<file path="src/rtl/reg_file_p_if.sv">
// Data-memory side of the register file: load handshake plus the DMAR/DMDR
// address and write-data buses.
interface reg_file_p_if #(
    parameter int DATA_W = 19,
    parameter int MEM_W  = 8
);
    logic              mem_rd;
    logic              mem_valid;
    logic [MEM_W-1:0]  mem_data;
    logic [DATA_W-1:0] dm_addr;
    logic [MEM_W-1:0]  dm_data;

    modport master (
        output mem_rd,
        output dm_addr,
        output dm_data,
        input  mem_valid,
        input  mem_data
    );

    modport slave (
        input  mem_rd,
        input  dm_addr,
        input  dm_data,
        output mem_valid,
        output mem_data
    );
endinterface

</file>
<file path="src/rtl/reg_file_p.sv">
// Register file with two combinational read buses, one write bus, DMAR/DMDR
// slots and a handshaked data-memory load engine with timeout.
module reg_file_p #(
    parameter int DATA_W   = 19,
    parameter int MEM_W    = 8,
    parameter int NUM_REGS = 14,
    parameter int SEL_W    = 4,
    parameter int BYPASS   = 0,
    parameter int TIMEOUT  = 255
) (
    input  logic              clk,
    input  logic              RST_N,
    input  logic              CLR,
    input  logic [SEL_W-1:0]  CLR_SEL,
    input  logic              C_EN,
    input  logic [SEL_W-1:0]  C_SEL,
    input  logic [DATA_W-1:0] c_in,
    input  logic [SEL_W-1:0]  A_SEL,
    input  logic [SEL_W-1:0]  B_SEL,
    output logic [DATA_W-1:0] a_out,
    output logic [DATA_W-1:0] b_out,
    input  logic              MEM_REQ,
    input  logic              AUTO_INC,
    output logic              busy,
    output logic              load_done,
    output logic              mem_err,
    reg_file_p_if.master      mem
);
    localparam int                CNT_W    = (TIMEOUT > 1) ? $clog2(TIMEOUT) : 1;
    localparam logic [CNT_W-1:0]  CNT_LAST = CNT_W'((TIMEOUT > 0) ? TIMEOUT - 1 : 0);
    localparam logic [SEL_W:0]    NREG     = (SEL_W + 1)'(NUM_REGS);

    typedef enum logic {IDLE, WAIT} state_t;

    state_t              state;
    logic [DATA_W-1:0]   regs [NUM_REGS];
    logic [CNT_W-1:0]    cnt;
    logic                inc_flag;
    logic                mem_rd_q;
    logic                capture;
    logic                timed_out;
    logic [NUM_REGS-1:0] clr_hit;
    logic [NUM_REGS-1:0] eng_hit;
    logic [NUM_REGS-1:0] c_hit;
    logic                fwd;

    assign capture   = (state == WAIT) && mem.mem_valid;
    assign timed_out = (TIMEOUT != 0) && (state == WAIT) && !mem.mem_valid && (cnt == CNT_LAST);

    always_comb begin
        for (int i = 0; i < NUM_REGS; i++) begin
            clr_hit[i] = CLR && (CLR_SEL == SEL_W'(i));
            c_hit[i]   = C_EN && (C_SEL == SEL_W'(i));
            eng_hit[i] = 1'b0;
        end
        eng_hit[0] = capture && inc_flag;
        eng_hit[1] = capture;
    end

    // Each register resolves its own writer: clear beats the load engine beats the C bus.
    always_ff @(posedge clk) begin
        if (!RST_N) begin
            for (int i = 0; i < NUM_REGS; i++) regs[i] <= '0;
        end else begin
            for (int i = 0; i < NUM_REGS; i++) begin
                if (clr_hit[i])
                    regs[i] <= '0;
                else if (eng_hit[i])
                    regs[i] <= (i == 0) ? regs[0] + 1'b1 : DATA_W'(mem.mem_data);
                else if (c_hit[i])
                    regs[i] <= c_in;
            end
        end
    end

    always_ff @(posedge clk) begin
        if (!RST_N) begin
            state     <= IDLE;
            cnt       <= '0;
            inc_flag  <= 1'b0;
            mem_rd_q  <= 1'b0;
            busy      <= 1'b0;
            load_done <= 1'b0;
            mem_err   <= 1'b0;
        end else begin
            load_done <= 1'b0;
            mem_err   <= 1'b0;
            case (state)
                IDLE: begin
                    if (MEM_REQ) begin
                        state    <= WAIT;
                        inc_flag <= AUTO_INC;
                        cnt      <= '0;
                        mem_rd_q <= 1'b1;
                        busy     <= 1'b1;
                    end
                end
                WAIT: begin
                    if (capture) begin
                        state     <= IDLE;
                        mem_rd_q  <= 1'b0;
                        busy      <= 1'b0;
                        load_done <= 1'b1;
                    end else if (timed_out) begin
                        state    <= IDLE;
                        mem_rd_q <= 1'b0;
                        busy     <= 1'b0;
                        mem_err  <= 1'b1;
                    end else begin
                        cnt <= cnt + 1'b1;
                    end
                end
                default: state <= IDLE;
            endcase
        end
    end

    // A C write is only forwarded when it is the write that will actually land.
    assign fwd = (BYPASS != 0) && (|(c_hit & ~(clr_hit | eng_hit)));

    always_comb begin
        a_out = '0;
        b_out = '0;
        if ({1'b0, A_SEL} < NREG) a_out = (fwd && (A_SEL == C_SEL)) ? c_in : regs[A_SEL];
        if ({1'b0, B_SEL} < NREG) b_out = (fwd && (B_SEL == C_SEL)) ? c_in : regs[B_SEL];
    end

    assign mem.mem_rd  = mem_rd_q;
    assign mem.dm_addr = regs[0];
    assign mem.dm_data = regs[1][MEM_W-1:0];
endmodule

</file>
<file path="src/flat_wrapper.sv">
// flat-port wrapper written by rule: the top's interface ports become plain ports
module reg_file_p_flat 
#(
    parameter int DATA_W   = 19,
    parameter int MEM_W    = 8,
    parameter int NUM_REGS = 14,
    parameter int SEL_W    = 4,
    parameter int BYPASS   = 0,
    parameter int TIMEOUT  = 255
)
  (clk, RST_N, CLR, CLR_SEL, C_EN, C_SEL, c_in, A_SEL, B_SEL, a_out, b_out, MEM_REQ, AUTO_INC, busy, load_done, mem_err, mem_mem_rd, mem_dm_addr, mem_dm_data, mem_mem_valid, mem_mem_data);
  reg_file_p_if #(.DATA_W(DATA_W), .MEM_W(MEM_W)) mem_i ();
  input  logic clk;
  input  logic RST_N;
  input  logic CLR;
  input  logic [SEL_W-1:0] CLR_SEL;
  input  logic C_EN;
  input  logic [SEL_W-1:0] C_SEL;
  input  logic [DATA_W-1:0] c_in;
  input  logic [SEL_W-1:0] A_SEL;
  input  logic [SEL_W-1:0] B_SEL;
  output logic [DATA_W-1:0] a_out;
  output logic [DATA_W-1:0] b_out;
  input  logic MEM_REQ;
  input  logic AUTO_INC;
  output logic busy;
  output logic load_done;
  output logic mem_err;
  output wire logic [$bits(mem_i.mem_rd)-1:0] mem_mem_rd;
  output wire logic [$bits(mem_i.dm_addr)-1:0] mem_dm_addr;
  output wire logic [$bits(mem_i.dm_data)-1:0] mem_dm_data;
  input wire logic [$bits(mem_i.mem_valid)-1:0] mem_mem_valid;
  input wire logic [$bits(mem_i.mem_data)-1:0] mem_mem_data;
  assign mem_mem_rd = mem_i.mem_rd;
  assign mem_dm_addr = mem_i.dm_addr;
  assign mem_dm_data = mem_i.dm_data;
  assign mem_i.mem_valid = mem_mem_valid;
  assign mem_i.mem_data = mem_mem_data;
  reg_file_p #(.DATA_W(DATA_W), .MEM_W(MEM_W), .NUM_REGS(NUM_REGS), .SEL_W(SEL_W), .BYPASS(BYPASS), .TIMEOUT(TIMEOUT)) u_core (.clk(clk), .RST_N(RST_N), .CLR(CLR), .CLR_SEL(CLR_SEL), .C_EN(C_EN), .C_SEL(C_SEL), .c_in(c_in), .A_SEL(A_SEL), .B_SEL(B_SEL), .a_out(a_out), .b_out(b_out), .MEM_REQ(MEM_REQ), .AUTO_INC(AUTO_INC), .busy(busy), .load_done(load_done), .mem_err(mem_err), .mem(mem_i));
endmodule
</file>
<file path="config.mk">
export PLATFORM = sky130hd
export DESIGN_NAME = reg_file_p_flat
export DESIGN_NICKNAME = d
export VERILOG_FILES = /design/src/rtl/reg_file_p_if.sv /design/src/rtl/reg_file_p.sv /design/src/flat_wrapper.sv
export SDC_FILE = /design/constraint.sdc
export NUM_CORES = 1
export LEC_CHECK = 0
export CAP_MARGIN = 0
export CORE_MARGIN = 2
export CORE_UTILIZATION = 55
export CTS_CLUSTER_SIZE = 8
export DETAILED_ROUTE_END_ITERATION = 6
export PLACE_DENSITY = 0.8
export RECOVER_POWER = 25
export SLEW_MARGIN = 20
export SYNTH_ARGS = -nofsm -noshare
export SYNTH_HDL_FRONTEND = slang
export SYNTH_SLANG_ARGS = --single-unit
</file>
<file path="constraint.sdc">
create_clock -name clk -period 6.56 [get_ports clk]
set_clock_uncertainty 0.1 [all_clocks]
set_input_delay 0.656 -clock clk [delete_from_list [all_inputs] [get_ports clk]]
set_output_delay 0.656 -clock clk [all_outputs]
set_load 0.01 [all_outputs]
</file>
==> flow_metrics.py <==
metrics = {
    "route": {
        "wl_per_cell_um": 28.2,
        "ant_nets": 0,
        "drt-initial-drc-count": 1624,
        "route.vias.total": 11072,
        "firstDrtPassIters": 6,
        "drc_errors": 0,
        "totalWireLength_mm": 45.6,
        "via_per_inst": 6.85,
    },
    "floorplanning": {
        "start_util_pct": 56.2,
        "die_x_um": 173,
        "fp.dieH_um": 173,
        "placementRows": 61,
        "core_um2": 28000,
        "dieArea_um2": 30000,
        "num_io_pins": 119,
    },
    "sta": {
        "relSlewSlack_pct": -91.7,
        "fmax_mhz": 235,
        "finalSetupViolCount": 0,
        "maxSlewViolCount": 120,
        "setup_slack_ps": 2310,
        "setup_tns_ps": 0,
        "fin_crit_sh_pct": 64.8,
        "grt_setup_unrepaired": "no",
        "worstMarginPinSlew_ps": 2880,
        "min_period_ps": 4250,
        "hold_viol_final": 0,
        "whs_ps": 395,
    },
    "place": {
        "place_worst_setup_slack_ps": 2420,
        "place_inst": 1566,
        "io_buffers": 118,
        "gp_congestion": 0.871,
        "dp_hpwl_mm": 29.0,
    },
    "grt": {
        "overflow": 0,
        "grt_pass1_vias": 11067,
        "grt_usage_pct": 30.4,
        "grt_pass1_wl_mm": 68.5,
        "antenna_found_initial": 0,
        "grt_max_degree": 53,
    },
    "critical_path": {
        "end_kind": "output pin",
        "critPathKind": "in2out",
        "required_ps": 5800,
        "arrival_ps": 3500,
        "cp_max_fo": 29,
        "worst_setup_path_start_kind": "input pin",
    },
    "hold_path": {
        "hold_class": "reg2reg",
    },
    "synth": {
        "syn_inst": 1152,
        "synthTopCellsByArea": "edfxtp_1 (51%), mux4_2 (15%), and2_1 (9.5%)",
        "async_reset_ff_share_pct": 0,
        "post-synth-top-count-cell": "edfxtp_1",
        "syn_nets": 1205,
        "synth_top_area_share_pct": 50.7,
        "ys_ff_latch": 279,
        "synthFlopType": "edfxtp_1",
        "syn-mean-instance-area_um2": 13.7,
        "synth_edf_count": 266,
        "synth_top_cells_by_count": "edfxtp_1 (266), and2_1 (238), mux4_2 (105)",
        "ys_seq_area_share_pct": 52.4,
        "syn_area_um2": 15800,
        "synth.distinct_cells": 74,
        "ys_warn_count": 0,
        "synth_top_area_cell": "edfxtp_1",
    },
    "status": {
        "violations": "max-capacitance violations, max-slew violations",
        "status": "finished, violations left",
    },
    "power_and_ir_drop": {
        "vdd_drop_max_v": 0.000179,
        "power_mw": 4.58,
        "p_leak_nw": 6.49,
        "cellPowerDensity_nw_per_um2": 253,
    },
    "clocking": {
        "clkTransAtPathRegs_ps": 50,
        "insertion_delay_ps": 510,
        "htree_levels": 2,
        "cts_tree": "built",
        "cts.repair.resized": 0,
        "clk_path_buf_depth": 3,
        "cts-hold-fix-buffers": 0,
        "cts.sinks": 279,
        "cts_setup_buffers": 0,
        "ctsRootBufferMaster": "clkbuf_16",
        "numCtsBuffers": 40,
    },
    "finish": {
        "final_cells": 1616,
        "diodes": 0,
        "fill_cells": 2061,
        "drive_above_1_share_pct": 18.3,
        "syn_to_final_growth_pct": 14.7,
        "nNetsFinal": 1284,
    },
    "flow_run": {
        "maxCapViolations": 6,
    },
}
==> metal layers <==
layer	up-vias	part of all wire [%]	GRT usage, %
met5	-	0	0
met3	167	10	5.20
li1	4576	-	-
met1	5513	36	39.2
met4	0	5.9	15.5
met2	816	48	50.1
==> layout make-up <==
cell class                      instances  area, µm²  area share (%)
Sequential cell                       279       8250            45.6
Multi-Input combinational cell        761       6950            38.5
Timing Repair Buffer                  141       1320            7.30
Clock buffer                           49       1060            5.84
Tap cell                              378        473            2.62
Inverter                                8       30.0           0.166
==> worst max-delay path: stages <==
cell	delay, ps
clkdlybuf4s50_1	450
buf_4	340
inv_1	280
nor2_1	590
a22oi_1	210
o311ai_0	270
clkdlybuf4s50_1	660
==> where the power goes <==
part	switching (mW)	internal [mW]	total [mW]
combinational	0.332	0.285	0.618
clock	0.711	1.11	1.82
sequential	0.0734	2.07	2.15
total	1.12	3.46	4.58
==> logic make-up (layout without fill, tap and decap cells) <==
kind of cell	count (synthesis)	count (layout)	synth area share, %
xor+xnor	15	15	0.834
compound gates	147	147	7.61
simple gates	428	428	16.1
buf+inv	112	198	3.69
mux	168	168	19.2
flops	279	279	52.4
fa+ha+maj	3	3	0.238
==> final timing paths <==
path                           from                 end  slack, ps  cells past startpoint
hold / removal        u_core.cnt[4]       u_core.cnt[4]        400                      1
setup reg to reg  u_core.regs[0][0]  u_core.regs[0][18]       4290                      5
setup / recovery           B_SEL[2]           b_out[11]       2310                      7
hold reg to reg       u_core.cnt[4]       u_core.cnt[4]        400                      1
==> registers in the layout, indices dropped and copies added (netlist names) <==
| name | count |
|---|---|
| u_core.busy | 1 |
| u_core.load_done | 1 |
| u_core.mem_err | 1 |
| u_core.state | 1 |
| u_core.regs | 266 |
| u_core.inc_flag | 1 |
| u_core.cnt | 8 |
==> layout by cell type, fill, tap and decap left out, drive strengths merged, types with 31 or more instances in the layout <==
master	count
dlygate4sd3	35
nand2	55
nor2	31
clkbuf	54
clkdlybuf4s50	78
and2	242
edfxtp	266
mux2i	44
mux4	105
a22oi	43
==> metrics by stage <==
stage / area [µm²] / utilization, %
3_3_place_gp: 17000 / 60.8
6_report: 18100 / 64.5
5_1_grt: 18100 / 64.5
2_1_floorplan: 15800 / -
3_5_place_dp: 17000 / 60.8
4_1_cts: 18100 / 64.6
Note: power is estimated with default switching activity, not from simulation.
